===== config.mk =====
export PLATFORM = sky130hd
export DESIGN_NAME = serial_sub_flat
export DESIGN_NICKNAME = d
export VERILOG_FILES = /design/src/rtl/serial_sub_pkg.sv /design/src/rtl/serial_sub_if.sv /design/src/rtl/serial_sub_sub_digit.sv /design/src/rtl/serial_sub.sv /design/src/flat_wrapper.sv
export SDC_FILE = /design/constraint.sdc
export NUM_CORES = 1
export LEC_CHECK = 0
export CAP_MARGIN = 20
export CELL_PAD_IN_SITES_DETAIL_PLACEMENT = 0
export CELL_PAD_IN_SITES_GLOBAL_PLACEMENT = 1
export CORE_ASPECT_RATIO = 0.8
export CORE_MARGIN = 2
export CORE_UTILIZATION = 42
export DETAILED_ROUTE_END_ITERATION = 7
export PLACE_DENSITY_LB_ADDON = 0.08
export SYNTH_ARGS = -nofsm -noshare
export SYNTH_HDL_FRONTEND = slang
export SYNTH_SLANG_ARGS = --single-unit

===== constraint.sdc =====
create_clock -name clk -period 6.55 [get_ports clk]
set_clock_uncertainty 0.05 [all_clocks]
set_input_delay 1.31 -clock clk [delete_from_list [all_inputs] [get_ports clk]]
set_output_delay 1.31 -clock clk [all_outputs]
set_load 0.02 [all_outputs]

===== src/rtl/serial_sub_pkg.sv =====
// serial_sub_pkg: shared definitions for the digit-serial subtractor.
//   WORD_W        - operand / result width (32)
//   state_t       - control state encoding (IDLE, RUN, DONE)
//   digit_w_legal - true when a DIGIT_W value evenly splits the word into
//                   power-of-two digits (1, 2, 4, 8, 16, 32)
package serial_sub_pkg;

  localparam int WORD_W = 32;

  typedef enum logic [1:0] {
    IDLE,
    RUN,
    DONE
  } state_t;

  function automatic bit digit_w_legal(input int w);
    return (w == 1) || (w == 2) || (w == 4) || (w == 8) || (w == 16) || (w == 32);
  endfunction

endpackage


===== src/rtl/serial_sub_if.sv =====
// serial_sub_if: request/result bundle of the digit-serial subtractor.
//   start, A, B                       - request side (master drives)
//   busy, done, Diff, Borrow,
//   Overflow, Zero, Negative          - result side (slave drives)
//   Less                              - signed A < B, only when SERIAL_SUB_SLT_EN
//                                       is defined
// Modports: master (requester), slave (subtractor).
interface serial_sub_if;
  import serial_sub_pkg::*;

  logic              start;
  logic [WORD_W-1:0] A;
  logic [WORD_W-1:0] B;
  logic              busy;
  logic              done;
  logic [WORD_W-1:0] Diff;
  logic              Borrow;
  logic              Overflow;
  logic              Zero;
  logic              Negative;
`ifdef SERIAL_SUB_SLT_EN
  logic              Less;

  modport master (
    output start, A, B,
    input  busy, done, Diff, Borrow, Overflow, Zero, Negative, Less
  );

  modport slave (
    input  start, A, B,
    output busy, done, Diff, Borrow, Overflow, Zero, Negative, Less
  );
`else
  modport master (
    output start, A, B,
    input  busy, done, Diff, Borrow, Overflow, Zero, Negative
  );

  modport slave (
    input  start, A, B,
    output busy, done, Diff, Borrow, Overflow, Zero, Negative
  );
`endif

endinterface


===== src/rtl/serial_sub_sub_digit.sv =====
// sub_digit: combinational W-bit ripple subtractor built from one-bit full
// subtractors, computing i_a - i_b - i_bin.
//   i_a, i_b  - digit operands (W bits)
//   i_bin     - borrow in
//   o_d       - difference digit (W bits)
//   o_bout    - borrow out of the most significant bit
module sub_digit #(
  parameter int W = 1
) (
  input  logic [W-1:0] i_a,
  input  logic [W-1:0] i_b,
  input  logic         i_bin,
  output logic [W-1:0] o_d,
  output logic         o_bout
);

  logic [W:0] w_bor;

  assign w_bor[0] = i_bin;

  for (genvar gi = 0; gi < W; gi++) begin : g_bit
    assign o_d[gi]       = i_a[gi] ^ i_b[gi] ^ w_bor[gi];
    // Borrow when b exceeds a, or when they match and a borrow arrives.
    assign w_bor[gi + 1] = (~i_a[gi] & i_b[gi]) | (~(i_a[gi] ^ i_b[gi]) & w_bor[gi]);
  end

  assign o_bout = w_bor[W];

endmodule


===== src/rtl/serial_sub.sv =====
// serial_sub: multi-cycle 32-bit subtractor (Diff = A - B), DIGIT_W bits per
// clock, LSB first, with the borrow registered between digits.
//   clk    - rising-edge clock
//   reset  - synchronous, active-high reset
//   bus    - serial_sub_if.slave: start/A/B in; busy/done/Diff/flags out
// Parameter DIGIT_W: 1, 2, 4, 8, 16 or 32 bits per step.
// Optional macro SERIAL_SUB_SLT_EN adds the Less flag (signed A < B).
module serial_sub
  import serial_sub_pkg::*;
#(
  parameter int DIGIT_W = 1
) (
  input  logic        clk,
  input  logic        reset,
  serial_sub_if.slave bus
);

  localparam int NSTEP  = WORD_W / DIGIT_W;
  localparam int STEP_W = (NSTEP > 1) ? $clog2(NSTEP) : 1;
  localparam int LSB_W  = $clog2(WORD_W);
  localparam logic [STEP_W-1:0] LAST_STEP = STEP_W'(NSTEP - 1);

  if (!digit_w_legal(DIGIT_W)) begin : g_bad_digit_w
    $error("serial_sub: DIGIT_W must be 1, 2, 4, 8, 16 or 32");
  end

  state_t              r_state;
  logic [STEP_W-1:0]   r_step;
  logic [WORD_W-1:0]   r_a;
  logic [WORD_W-1:0]   r_b;
  logic [WORD_W-1:0]   r_acc;   // partial difference, never exposed directly
  logic                r_bor;   // borrow carried between digits
  logic [WORD_W-1:0]   r_diff;
  logic                r_borrow;
  logic                r_ovf;
  logic                r_zero;
  logic                r_neg;
  logic                r_done;
`ifdef SERIAL_SUB_SLT_EN
  logic                r_less;
`endif

  logic [LSB_W-1:0]    w_lsb;
  logic [DIGIT_W-1:0]  w_a_dig;
  logic [DIGIT_W-1:0]  w_b_dig;
  logic [DIGIT_W-1:0]  w_d_dig;
  logic                w_bout;
  logic                w_ovf;

  assign w_lsb   = LSB_W'(int'(r_step) * DIGIT_W);
  assign w_a_dig = r_a[w_lsb +: DIGIT_W];
  assign w_b_dig = r_b[w_lsb +: DIGIT_W];

  sub_digit #(
    .W (DIGIT_W)
  ) u_sub_digit (
    .i_a    (w_a_dig),
    .i_b    (w_b_dig),
    .i_bin  (r_bor),
    .o_d    (w_d_dig),
    .o_bout (w_bout)
  );

  // Signed overflow: operand signs differ and the result sign left A's sign.
  assign w_ovf = (r_a[WORD_W-1] != r_b[WORD_W-1]) & (r_acc[WORD_W-1] != r_a[WORD_W-1]);

  always_ff @(posedge clk) begin
    if (reset) begin
      r_state  <= IDLE;
      r_step   <= '0;
      r_a      <= '0;
      r_b      <= '0;
      r_acc    <= '0;
      r_bor    <= 1'b0;
      r_diff   <= '0;
      r_borrow <= 1'b0;
      r_ovf    <= 1'b0;
      r_zero   <= 1'b0;
      r_neg    <= 1'b0;
      r_done   <= 1'b0;
`ifdef SERIAL_SUB_SLT_EN
      r_less   <= 1'b0;
`endif
    end else begin
      r_done <= 1'b0;
      case (r_state)
        IDLE: begin
          if (bus.start) begin
            r_a     <= bus.A;
            r_b     <= bus.B;
            r_bor   <= 1'b0;
            r_step  <= '0;
            r_state <= RUN;
          end
        end
        RUN: begin
          r_acc[w_lsb +: DIGIT_W] <= w_d_dig;
          r_bor                   <= w_bout;
          if (r_step == LAST_STEP) begin
            r_step  <= '0;
            r_state <= DONE;
          end else begin
            r_step <= r_step + 1'b1;
          end
        end
        DONE: begin
          // Publish the complete result and flags in one step.
          r_done   <= 1'b1;
          r_diff   <= r_acc;
          r_borrow <= r_bor;
          r_ovf    <= w_ovf;
          r_zero   <= (r_acc == '0);
          r_neg    <= r_acc[WORD_W-1];
`ifdef SERIAL_SUB_SLT_EN
          r_less   <= r_acc[WORD_W-1] ^ w_ovf;
`endif
          r_state  <= IDLE;
        end
        default: r_state <= IDLE;
      endcase
    end
  end

  assign bus.busy     = (r_state == RUN);
  assign bus.done     = r_done;
  assign bus.Diff     = r_diff;
  assign bus.Borrow   = r_borrow;
  assign bus.Overflow = r_ovf;
  assign bus.Zero     = r_zero;
  assign bus.Negative = r_neg;
`ifdef SERIAL_SUB_SLT_EN
  assign bus.Less     = r_less;
`endif

endmodule

===== src/flat_wrapper.sv =====
// flat-port wrapper written by rule: the top's interface ports become plain ports
module serial_sub_flat import serial_sub_pkg::*;
#(
  parameter int DIGIT_W = 1
)
  (clk, reset, bus_start, bus_A, bus_B, bus_busy, bus_done, bus_Diff, bus_Borrow, bus_Overflow, bus_Zero, bus_Negative);
  serial_sub_if bus_i ();
  input  logic clk;
  input  logic reset;
  input wire logic [$bits(bus_i.start)-1:0] bus_start;
  input wire logic [$bits(bus_i.A)-1:0] bus_A;
  input wire logic [$bits(bus_i.B)-1:0] bus_B;
  output wire logic [$bits(bus_i.busy)-1:0] bus_busy;
  output wire logic [$bits(bus_i.done)-1:0] bus_done;
  output wire logic [$bits(bus_i.Diff)-1:0] bus_Diff;
  output wire logic [$bits(bus_i.Borrow)-1:0] bus_Borrow;
  output wire logic [$bits(bus_i.Overflow)-1:0] bus_Overflow;
  output wire logic [$bits(bus_i.Zero)-1:0] bus_Zero;
  output wire logic [$bits(bus_i.Negative)-1:0] bus_Negative;
  assign bus_i.start = bus_start;
  assign bus_i.A = bus_A;
  assign bus_i.B = bus_B;
  assign bus_busy = bus_i.busy;
  assign bus_done = bus_i.done;
  assign bus_Diff = bus_i.Diff;
  assign bus_Borrow = bus_i.Borrow;
  assign bus_Overflow = bus_i.Overflow;
  assign bus_Zero = bus_i.Zero;
  assign bus_Negative = bus_i.Negative;
  serial_sub #(.DIGIT_W(DIGIT_W)) u_core (.clk(clk), .reset(reset), .bus(bus_i));
endmodule

# Yosys cells after proc, flatten, opt, wreduce, memory -nomap -nowiden
# Index checks and enable logic that the tools add are counted.
[classes]
add_sub_neg = 2
div = 0
n_shift = 4
n_lt_le_gt_ge = 0
reduce_logical = 6
multipliers = 0
eq_ne = 7
muxes = 10
n_bitwise = 8
[op_table]
columns = ["operator", "n"]
rows = [
  ["$shiftx A32 B6 Y1", 2],
  ["$bwmux W32", 1],
  ["$logic_not A32 Y1", 1],
  ["$shift A1 B7 Y32 const A", 1],
  ["$shiftx A1 B7 Y32", 1],
  ["$mux W5", 2],
  ["$pmux W5 S2", 1],
  ["$neg A5 Y7", 1],
  ["$reduce_and A2 Y1", 3],
  ["$add A5 B1 Y5 const B", 1],
  ["$eq A5 B5 Y1 const B", 1],
  ["$mux W2", 2],
  ["$pmux W2 S2", 1],
  ["$and A1 B1 Y1", 3],
  ["$eq A2 B1 Y1 const B", 1],
  ["$eq A2 B2 Y1 const B", 1],
  ["$logic_not A2 Y1", 1],
  ["$mux W1", 2],
  ["$ne A1 B1 Y1", 2],
  ["$ne A2 B1 Y1 const B", 1],
  ["$ne A2 B2 Y1 const B", 1],
  ["$not A1 Y1", 2],
  ["$pmux W1 S2", 1],
  ["$reduce_bool A2 Y1", 1],
  ["other kinds (2)", 3],
]
[totals]
mem_bits_rw = 0
memories = 0
latchBits = 0
ff_bits = 141
out_inout_bits = 38
romBits = 0

# Longest topological paths before layout
# Gate-level depths: netlist of run 1.
[logic_depth]
ltp_word = 6
depth_mapped = 12
depth_no_buf = 9

# Cells and area by module
# Synthesis of run 1 repeated with hierarchy kept, for this count alone.
[unflattened]
hier_cells = 734
area_unflattened_um2 = 6178.4
[by_module_without_submodules]
columns = ["mod", "instances", "area_per_inst_um2", "cells_per_inst"]
rows = [
  ["serial_sub", 1, 6150.9, 731],
  ["sub_digit", 1, 27.5, 3],
]

# Worst setup path after synthesis of run 1
# Ideal clock, no wire load.
[synth_timing]
kind = "register to register"
startpoint = "register u_core.r_step[1]"
endpoint = "register u_core.r_acc[15]"
t_required_ns = 6.428
arrival_ns = 3.009
path_stages_with_launch = 12
slack_ns = 3.420
path_buffers = 2
cell_sequence = "dfxtp_1 -> buf_2 -> buf_1 -> or3b_2 -> o221ai_1 -> a211oi_1 -> a41oi_1 -> fa_1 -> or2_2 -> nor3_1 -> nand2_1 -> mux2i_1"
[synth_via]
elab_chain_len = 5
elab_cells_between_ends = 8
classes_between = "add/sub: 1; shift: 4; mux: 1; bitwise: 2"
[synth_rtl]
columns = ["item", "line_no", "text"]
rows = [
  ["from (decl)", "serial_sub.sv:28", "logic [STEP_W-1:0] r_step;"],
  ["from (signal assigned)", "serial_sub.sv:103", "r_step <= r_step + 1'b1;"],
  ["$shiftx A32 B6 Y1, on equally long branches", "serial_sub.sv:51, serial_sub.sv:52", ""],
  ["$xor A1 B1 Y1 (2 in series)", "serial_sub_sub_digit.sv:22", "assign o_d[gi] = i_a[gi] ^ i_b[gi] ^ w_bor[gi];"],
  ["$shiftx A1 B7 Y32", "serial_sub.sv:97", "r_acc[w_lsb +: DIGIT_W] <= w_d_dig;"],
  ["$bwmux W32 (*)", "serial_sub.sv:97", ""],
  ["to (signal, indexed assignment)", "serial_sub.sv:97", ""],
  ["to (decl)", "serial_sub.sv:31", "logic [WORD_W-1:0] r_acc;"],
]
# Mark *: on every way between the ends. The rest lies on a longest branch, timed or not.
# A chain may end at the register's enable or synchronous reset.

# Worst setup path after layout of run 1
[layout_timing]
startpoint = "register u_core.r_step[1]"
endpoint = "register u_core.r_acc[7]"
# Same word-level chain as after synthesis.

==> impl_metrics.json, run 1 <==
{
  "synth_cell_types": 52,
  "cp_top_family": "flip-flops",
  "cp_max_fo": 20,
  "worstPathCellList": "mux4_2 -> a2bb2oi_1 -> a211oi_1 -> a41oi_1 -> fa_1 -> or2_2 -> nor3_1 -> nand2_1 -> mux2i_1",
  "track_usage_pct": 21.9,
  "synth-compound-area-share_pct": 15.1,
  "synth_area_leaders": "dfxtp_1, nand2_1, a21oi_1",
  "worst_slew_pin_slew_ns": 0.929,
  "avgRoutedWirePerCell_um": 16.2,
  "finalHoldViolCount": 0,
  "clk_path_buf_depth": 2,
  "synth-xor-area-share_pct": 0.283,
  "pwr-share-comb_pct": 8.7,
  "clockPowerShare_pct": 48.5,
  "endpoint_kind": "flop",
  "synth_top_area_share_pct": 45.2,
  "synth_edf_count": 0,
  "num_rows": 39,
  "antenna_found_initial": 0,
  "htree_levels": 4,
  "drive_gt1_share_pct": 7.29,
  "pwr_density_cell_mw_per_mm2": 265,
  "dp_hpwl_um": 11300,
  "power.share.sequential_pct": 42.7,
  "start_util_pct": 43.2,
  "hold_class": "flop to flop",
  "fmax_ghz": 0.275,
  "synth_seq_cells": 140,
  "slowest_delay_ns": 0.82,
  "maxCapViolCount": 0,
  "cts_buffers": 17,
  "status": "finished clean",
  "rsz0062_at_grt": "no",
  "peakVddDrop_mv": 0.202,
  "fin_nets": 898,
  "grt_pass1_vias": 5340,
  "power.internal_w": 0.00160,
  "final_core_util_pct": 55.3,
  "switching_share_pct": 23.8,
  "ios": 105,
  "gp_congestion": 0.828,
  "grt_max_degree": 93,
  "synthArstFlopShare_pct": 0,
  "root_buffer": "clkbuf_16",
  "mostFrequentLayoutCells": "nand2_1, dfxtp_1, a21oi_1",
  "arrival_ns": 3.93,
  "synthCells": 752,
  "synth_flop_cell": "dfxtp_1",
  "setup.worst_path.class": "flop to flop",
  "drt-initial-drc-count": 375,
  "period_share_pct": 55.5,
  "synth_area_mm2": 0.00620,
  "overflow": 0,
  "yosysSeqAreaShare_pct": 45.2,
  "final_common_cell": "nand2_1",
  "ant_nets": 0,
  "ys_warn_count": 0,
  "vias": 5436,
  "layout_min_cycle_time_ns": 3.64,
  "synthSimpleGateAreaFrac_pct": 23.6,
  "via_per_inst": 5.32,
  "fin_tns_setup_ns": 0,
  "cp_slowest_cell": "dfxtp_1",
  "fp.dieW_um": 140,
  "syn_to_final_growth_pct": 27.9,
  "yosys.area.top_type": "dfxtp_1",
  "relSlewSlack_pct": 38.1,
  "core_mm2": 0.0143,
  "synth_mux_area_share_pct": 10.1,
  "syn_avg_cell_area_um2": 8.24,
  "drt_pass1_iterations": 4,
  "ctsHoldBuffers": 0,
  "die_y_um": 113,
  "drc": 0,
  "grt_pass1_wl_um": 27300,
  "io_buffers": 104,
  "critPathLaunchType": "flop",
  "critPathRequiredTime_ns": 6.85,
  "synth_top_family_by_area": "simple AND/OR/NAND/NOR gates",
  "p_sw_w": 0.000499,
  "clk_pin_slew_ns": 0.06,
  "cts_resized": 0,
  "cts_tree": "built",
  "dieArea_mm2": 0.0158,
  "yosys.area_share.adder_pct": 1.53,
  "clock_latency_ns": 0.43,
  "clock-sinks": 140,
  "timing.critical_path.buf_inv": 0,
  "n_antenna_cell": 0,
  "syn-num-nets": 826,
  "post-cts-setup-buffer-count": 0,
  "p_leak_nw": 2.86,
  "wl_um": 16600,
  "slew_violations": 0,
  "setup_viol": 0
}
-- cell type report --
type / count / area (um^2)
fillers: 1345 / 6420
multi-input cells: 547 / 3140
flip-flops and latches: 140 / 2800
repair buffers: 112 / 1110
clock buffers: 18 / 429
well taps: 184 / 230
clock inverters: 14 / 190
inverters: 6 / 22.5
-- layer usage --
metal	part of all wire, %	wire length [um]	track usage (%)	vias up
met1	52	8640	32.4	2561
li1	-	-	-	2731
met2	42	6890	31.6	136
met3	5.5	918	5.42	8
met4	0.67	111	6.07	0
met5	0	0	0	-
-- power groups by stage --
stage	sequential, W	combinational, W	clock, W
2_1_floorplan	0.000906	0.000113	0
3_3_place_gp	0.000915	0.000175	0
4_1_cts	0.000896	0.000182	0.00103
3_5_place_dp	0.000915	0.000181	0
6_report	0.000896	0.000183	0.00102
5_1_grt	0.000899	0.000203	0.00108
-- logic make-up (layout without fill, tap and decap cells) --
logic type | Yosys count | in the layout
and+or+nand+nor | 320 | 320
DFF | 140 | 140
adders and majority gates | 7 | 7
muxes | 57 | 57
buffers and inverters | 65 | 150
xor gates and xnor gates | 2 | 2
AOI/OAI and AO/OA | 161 | 161
-- sequential cells by signal, indices dropped and copies added (netlist names) --
| name | cells |
|---|---|
| u_core.bus.Zero | 1 |
| u_core.bus.Diff | 31 |
| u_core.r_bor | 1 |
| u_core.r_acc | 32 |
| u_core.r_step | 5 |
| u_core.bus.done | 1 |
| u_core.r_state | 2 |
| u_core.bus.Overflow | 1 |
| u_core.bus.Borrow | 1 |
| u_core.r_a | 32 |
| u_core.bus.Negative | 1 |
| u_core.r_b | 32 |
-- worst register-to-register path, stage by stage (launching register included) --
cell and delay (ns):
dfxtp_1 0.82, mux4_2 0.59, a2bb2oi_1 0.14, a211oi_1 0.28
a41oi_1 0.09, fa_1 0.62, or2_2 0.40, nor3_1 0.21
nand2_1 0.17, mux2i_1 0.19
-- metrics by stage --
stage          setup WS [ns]  cell area, um^2  hold WS [ns]  cells  power (W)
2_1_floorplan           3.42             6200         0.383    752    0.00102
3_3_place_gp            3.04             7280         0.392    986    0.00109
3_5_place_dp            2.95             7300         0.396    987    0.00110
4_1_cts                 2.92             7920         0.402   1019    0.00211
5_1_grt                 2.69             7930         0.424   1021    0.00218
6_report                2.91             7930         0.402   1021    0.00210
-- cell usage after synthesis (8+ instances only) --
cell and count:
nand3_1 14, clkbuf_1 42, nand2_1 206, a21oi_1 110
nor2_1 14, dfxtp_1 140, nor3_1 8, mux2i_1 50
buf_1 8, nand2b_1 33, nor4_1 9, o211ai_1 13
-- final timing paths --
check        slack (ns)                 from             endpoint  cells after the start
max                2.91     u_core.r_step[1]      u_core.r_acc[7]                      9
min                0.40  u_core.bus.Diff[29]  u_core.bus.Diff[29]                      2
max reg2reg        2.91     u_core.r_step[1]      u_core.r_acc[7]                      9
min reg2reg        0.40  u_core.bus.Diff[29]  u_core.bus.Diff[29]                      2
(Power assumes the default switching activity.)
==> run 2, diff against run 1 <==
--- a/config.mk
+++ b/config.mk
@@ -10,7 +10,7 @@
 export CELL_PAD_IN_SITES_GLOBAL_PLACEMENT = 1
 export CORE_ASPECT_RATIO = 0.8
 export CORE_MARGIN = 2
-export CORE_UTILIZATION = 42
+export CORE_UTILIZATION = 39
 export DETAILED_ROUTE_END_ITERATION = 7
 export PLACE_DENSITY_LB_ADDON = 0.08
 export SYNTH_ARGS = -nofsm -noshare
==> constraint.sdc (replaced) <==
create_clock -name clk -period 3.5 [get_ports clk]
set_clock_uncertainty 0.05 [all_clocks]
set_input_delay 0.7 -clock clk [delete_from_list [all_inputs] [get_ports clk]]
set_output_delay 0.7 -clock clk [all_outputs]
set_load 0.02 [all_outputs]
==> impl_metrics.json, run 2 (synthesis gave the netlist of run 1 again) <==
{
  "switching_share_pct": 22.5,
  "place_ws_ns": 0.302,
  "root_buffer": "clkbuf_16",
  "syn_to_final_growth_pct": 30.2,
  "hold_class": "flop to flop",
  "dp_hpwl_um": 11700,
  "clk_pin_slew_ns": 0.06,
  "htree_levels": 4,
  "fin_tns_setup_ns": 0,
  "seqCellArea_mm2": 0.00281,
  "hp-start": "u_core.bus.Zero",
  "avgRoutedWirePerCell_um": 15.9,
  "clock-sinks": 140,
  "worstPathCellList": "buf_12 -> mux2i_1 -> a211oi_1 -> nand3_1 -> and4_1 -> fa_1 -> or2_2 -> nor3_1 -> nand2_1 -> mux2i_1",
  "cts_resized": 0,
  "gp_congestion": 0.871,
  "antenna_found_initial": 0,
  "cp_max_fo": 36,
  "worst_slew_pin_slew_ns": 0.999,
  "drc": 0,
  "drt_pass1_iterations": 5,
  "status": "finished clean",
  "wl_um": 16800,
  "ant_nets": 0,
  "worstReg2RegStart": "u_core.r_step[2]",
  "cts_buffers": 17,
  "setup_viol": 0,
  "io_buffers": 104,
  "clk_path_buf_depth": 2,
  "clock_latency_ns": 0.42,
  "fin_nets": 904,
  "clockPowerShare_pct": 49.7,
  "cts_tree": "built",
  "rsz0062_at_grt": "no",
  "cpMostUsedCell": "mux2i_1",
  "critPathRequiredTime_ns": 3.79,
  "period_share_pct": 90.5,
  "critPathLaunchType": "flop",
  "core_mm2": 0.0156,
  "layout_setup_ws_ns": 0.332,
  "post-cts-setup-buffer-count": 0,
  "fillers": 1526,
  "timing.rr.end": "u_core.r_acc[15]",
  "power.share.sequential_pct": 41.5,
  "ios": 105,
  "drt-initial-drc-count": 351,
  "pwr_density_cell_mw_per_mm2": 500,
  "relSlewSlack_pct": 33.4,
  "min_to": "u_core.bus.Zero",
  "overflow": 0,
  "total_power_w": 0.00403,
  "n_antenna_cell": 0,
  "multi_input_area_mm2": 0.00314,
  "ctsHoldBuffers": 0,
  "setup.worst_path.class": "flop to flop",
  "endpoint_kind": "flop",
  "dieArea_mm2": 0.0169,
  "power.internal_w": 0.00313,
  "p_leak_nw": 2.91,
  "mostFrequentLayoutCells": "nand2_1, dfxtp_1, a21oi_1",
  "track_usage_pct": 20.6,
  "peakVddDrop_mv": 0.309,
  "hold_depth": 2,
  "cp_slowest_cell": "dfxtp_2",
  "r2r_cells": 10,
  "die_y_um": 117,
  "r2r_setup_slack_ns": 0.33,
  "slowest_delay_ns": 0.56,
  "p_sw_w": 0.000906,
  "layout_min_cycle_time_ns": 3.17,
  "final_common_cell": "nand2_1",
  "pwr-share-comb_pct": 8.8,
  "grt_pass1_wl_um": 27700,
  "start_util_pct": 39.6,
  "grt_max_degree": 105,
  "grt_pass1_vias": 5225,
  "finalHoldViolCount": 0,
  "fp.dieW_um": 145,
  "vias": 5408,
  "num_rows": 41,
  "slew_violations": 0,
  "maxCapViolCount": 0,
  "via_per_inst": 5.11,
  "largestRegisters": "u_core.r_a (32), u_core.r_acc (32), u_core.r_b (32)",
  "arrival_ns": 3.46,
  "fmax_ghz": 0.316,
  "drive_gt1_share_pct": 7.95
}
[run 2: cell types whose count changed in the layout (fill, tap and decap cells not counted), moves of 2 or more]
cell / change
inv_6: -4
clkinv_4: +3
clkbuf_8: +3
clkinvlp_4: -2
clkinv_2: -2
buf_4: +5
[run 2: through the flow]
stage / hold WS [ns] / area (um^2) / std cells / utilization (%)
global placement: 0.392 / 7410 / 1026 / 47.3
floorplan: 0.383 / 6200 / 752 / -
global route: 0.412 / 8070 / 1058 / 51.6
finish: 0.400 / 8070 / 1058 / 51.6
detailed placement: 0.394 / 7410 / 1026 / 47.3
CTS: 0.402 / 8070 / 1058 / 51.6
[run 2: power by group through the flow]
stage	Sequential [W]	Clock (W)	Combinational [W]
after CTS	0.00168	0.00204	0.000357
after global routing	0.00168	0.00212	0.000394
after detailed placement	0.00171	0	0.000354
final	0.00168	0.00200	0.000354
after floorplan	0.00170	0	0.000211
after global placement	0.00171	0	0.000350
[run 2: area by class of cell]
cell class	count	share of cell area, %
clock buffer	22	5.88
clock inverter	10	2.31
inverter	6	0.279
multi-input combinational	547	39.0
sequential	140	34.8
tap	215	3.33
timing repair buffer	118	14.5
[run 2: layer usage]
| metal | routed length, um | track usage [%] |
|---|---|---|
| met3 | 1010 | 5.47 |
| met4 | 179 | 5.94 |
| met2 | 6950 | 30.5 |
| met5 | 0 | 0 |
| met1 | 8690 | 29.6 |
[run 2: how the worst max path moves through the flow]
stage	start	endpoint	slack [ns]	cells after the start
final	u_core.r_step[2]	u_core.r_acc[15]	0.33	10
after global routing	u_core.r_step[2]	u_core.r_acc[31]	0.11	10
after CTS	u_core.r_step[1]	u_core.r_acc[15]	0.25	11
after detailed placement	u_core.r_step[1]	u_core.r_acc[15]	0.30	9
after global placement	u_core.r_step[1]	u_core.r_acc[7]	0.41	11
after floorplan	u_core.r_step[1]	u_core.r_acc[15]	0.37	11
[run 2: worst max-delay path, delay by kind of cell, from the launching register on]
family / cells / cell delay (ns)
DFF: 1 / 0.56
buffers and inverters: 1 / 0.27
adders and majority gates: 1 / 0.51
AOI/OAI and AO/OA: 1 / 0.27
and+or+nand+nor: 5 / 1.10
muxes: 2 / 0.31
==> run 3, diff against run 2 <==
--- a/config.mk
+++ b/config.mk
@@ -12,6 +12,8 @@
 export CORE_MARGIN = 2
 export CORE_UTILIZATION = 39
 export DETAILED_ROUTE_END_ITERATION = 7
+export GPL_ROUTABILITY_DRIVEN = 0
+export MAX_ROUTING_LAYER = met4
 export PLACE_DENSITY_LB_ADDON = 0.08
 export SYNTH_ARGS = -nofsm -noshare
 export SYNTH_HDL_FRONTEND = slang
==> impl_metrics.json, run 3 (synthesis gave the netlist of run 1 again) <==
{
  "status": "finished clean",
  "cts_resized": 0,
  "cts_tree": "built",
  "drt-initial-drc-count": 318,
  "peakVddDrop_mv": 0.301,
  "cp_slowest_cell": "fa_1",
  "grt_pass1_wl_um": 27300,
  "arrival_ns": 3.53,
  "fmax_ghz": 0.309,
  "final_area_mm2": 0.00803,
  "worstPathCellList": "buf_4 -> or3_1 -> o221ai_1 -> a211oi_1 -> a41oi_1 -> fa_1 -> or2_2 -> nor3_1 -> nand2_1 -> mux2i_1",
  "dieArea_mm2": 0.0169,
  "finalHoldViolCount": 0,
  "cts_buffers": 17,
  "via_per_inst": 5.11,
  "drc": 0,
  "vias": 5413,
  "setup.worst_path.class": "flop to flop",
  "clk_pin_slew_ns": 0.06,
  "fin_nets": 906,
  "mostFrequentLayoutCells": "nand2_1, dfxtp_1, a21oi_1",
  "slew_violations": 0,
  "post_dp_cell_area_mm2": 0.00741,
  "final_common_cell": "nand2_1",
  "period_share_pct": 92.3,
  "overflow": 0,
  "relSlewSlack_pct": 38.6,
  "endpoint_kind": "flop",
  "p_leak_nw": 2.90,
  "r2r_cells": 10,
  "htree_levels": 4,
  "rsz0062_at_grt": "no",
  "ant_nets": 0,
  "post-cts-setup-buffer-count": 0,
  "clk_path_buf_depth": 2,
  "root_buffer": "clkbuf_16",
  "n_antenna_cell": 0,
  "antenna_found_initial": 0,
  "grt_pass1_vias": 5268,
  "slowest_delay_ns": 0.49,
  "setup_viol": 0,
  "critPathRequiredTime_ns": 3.80,
  "track_usage_pct": 20.9,
  "clock_latency_ns": 0.42,
  "wl_um": 16600,
  "io_buffers": 104,
  "clock-sinks": 140,
  "pwr_density_cell_mw_per_mm2": 488,
  "syn_to_final_growth_pct": 29.4,
  "grt_max_degree": 93,
  "dp_hpwl_um": 11800,
  "fin_tns_setup_ns": 0,
  "layout_min_cycle_time_ns": 3.23,
  "critPathLaunchType": "flop",
  "worst_slew_pin_slew_ns": 0.921,
  "drive_gt1_share_pct": 8.17,
  "maxCapViolCount": 0,
  "hold_class": "flop to flop",
  "avgRoutedWirePerCell_um": 15.7,
  "ctsHoldBuffers": 0,
  "core_mm2": 0.0156,
  "drt_pass1_iterations": 4,
  "start_util_pct": 39.6,
  "hold_depth": 2,
  "largestRegisters": "u_core.r_a (32), u_core.r_acc (32), u_core.r_b (32)",
  "fp.dieW_um": 145,
  "num_rows": 41,
  "cp_max_fo": 13,
  "ios": 105,
  "die_y_um": 117
}
[run 3: worst paths after layout]
check / startpoint / end / slack [ns]
worst max-delay path: u_core.r_step[1] / u_core.r_acc[31] / 0.27
worst min-delay path: u_core.bus.Diff[18] / u_core.bus.Diff[18] / 0.40
worst max register to register: u_core.r_step[1] / u_core.r_acc[31] / 0.27
worst min register to register: u_core.bus.Diff[18] / u_core.bus.Diff[18] / 0.40
[run 3: per-stage QoR]
step | worst slack (ns) | hold slack [ns] | power (W) | util, % | std cells
finish | 0.268 | 0.401 | 0.00392 | 51.3 | 1060
global route | 0.0283 | 0.421 | 0.00406 | 51.3 | 1060
CTS | 0.249 | 0.405 | 0.00395 | 51.3 | 1060
detailed placement | 0.277 | 0.396 | 0.00206 | 47.4 | 1028
global placement | 0.413 | 0.391 | 0.00206 | 47.4 | 1028
floorplan | 0.370 | 0.383 | 0.00191 | - | 752
[run 3: power by group]
part	switching [W]	internal, W
Combinational	0.000190	0.000161
Sequential	0.0000349	0.00164
Clock	0.000684	0.00120
Total	0.000909	0.00301
[run 3: per-layer routing]
layer	vias up	part of all wire, %	GRT usage [%]
met5	-	0	-
met4	0	0.82	5.54
met3	9	6.4	5.47
met2	129	42	29.6
met1	2528	51	29.5
li1	2747	-	-
[run 3: layout make-up]
cell class	count	area [um^2]
flip-flops and latches	140	2800
fillers	1505	7620
clock inverters	13	173
multi-input cells	547	3140
clock buffers	19	443
repair buffers	120	1170
inverters	6	22.5
well taps	215	269
[run 3: worst max-delay path, delay by kind of cell, from the launching register on]
kind | cells | cell delay, ns
adder cells (fa/ha/maj) | 1 | 0.49
buffers and inverters | 1 | 0.24
AND/OR/NAND/NOR | 4 | 1.23
multiplexers | 1 | 0.17
flip-flops | 1 | 0.42
AO/OA/AOI/OAI | 3 | 0.54
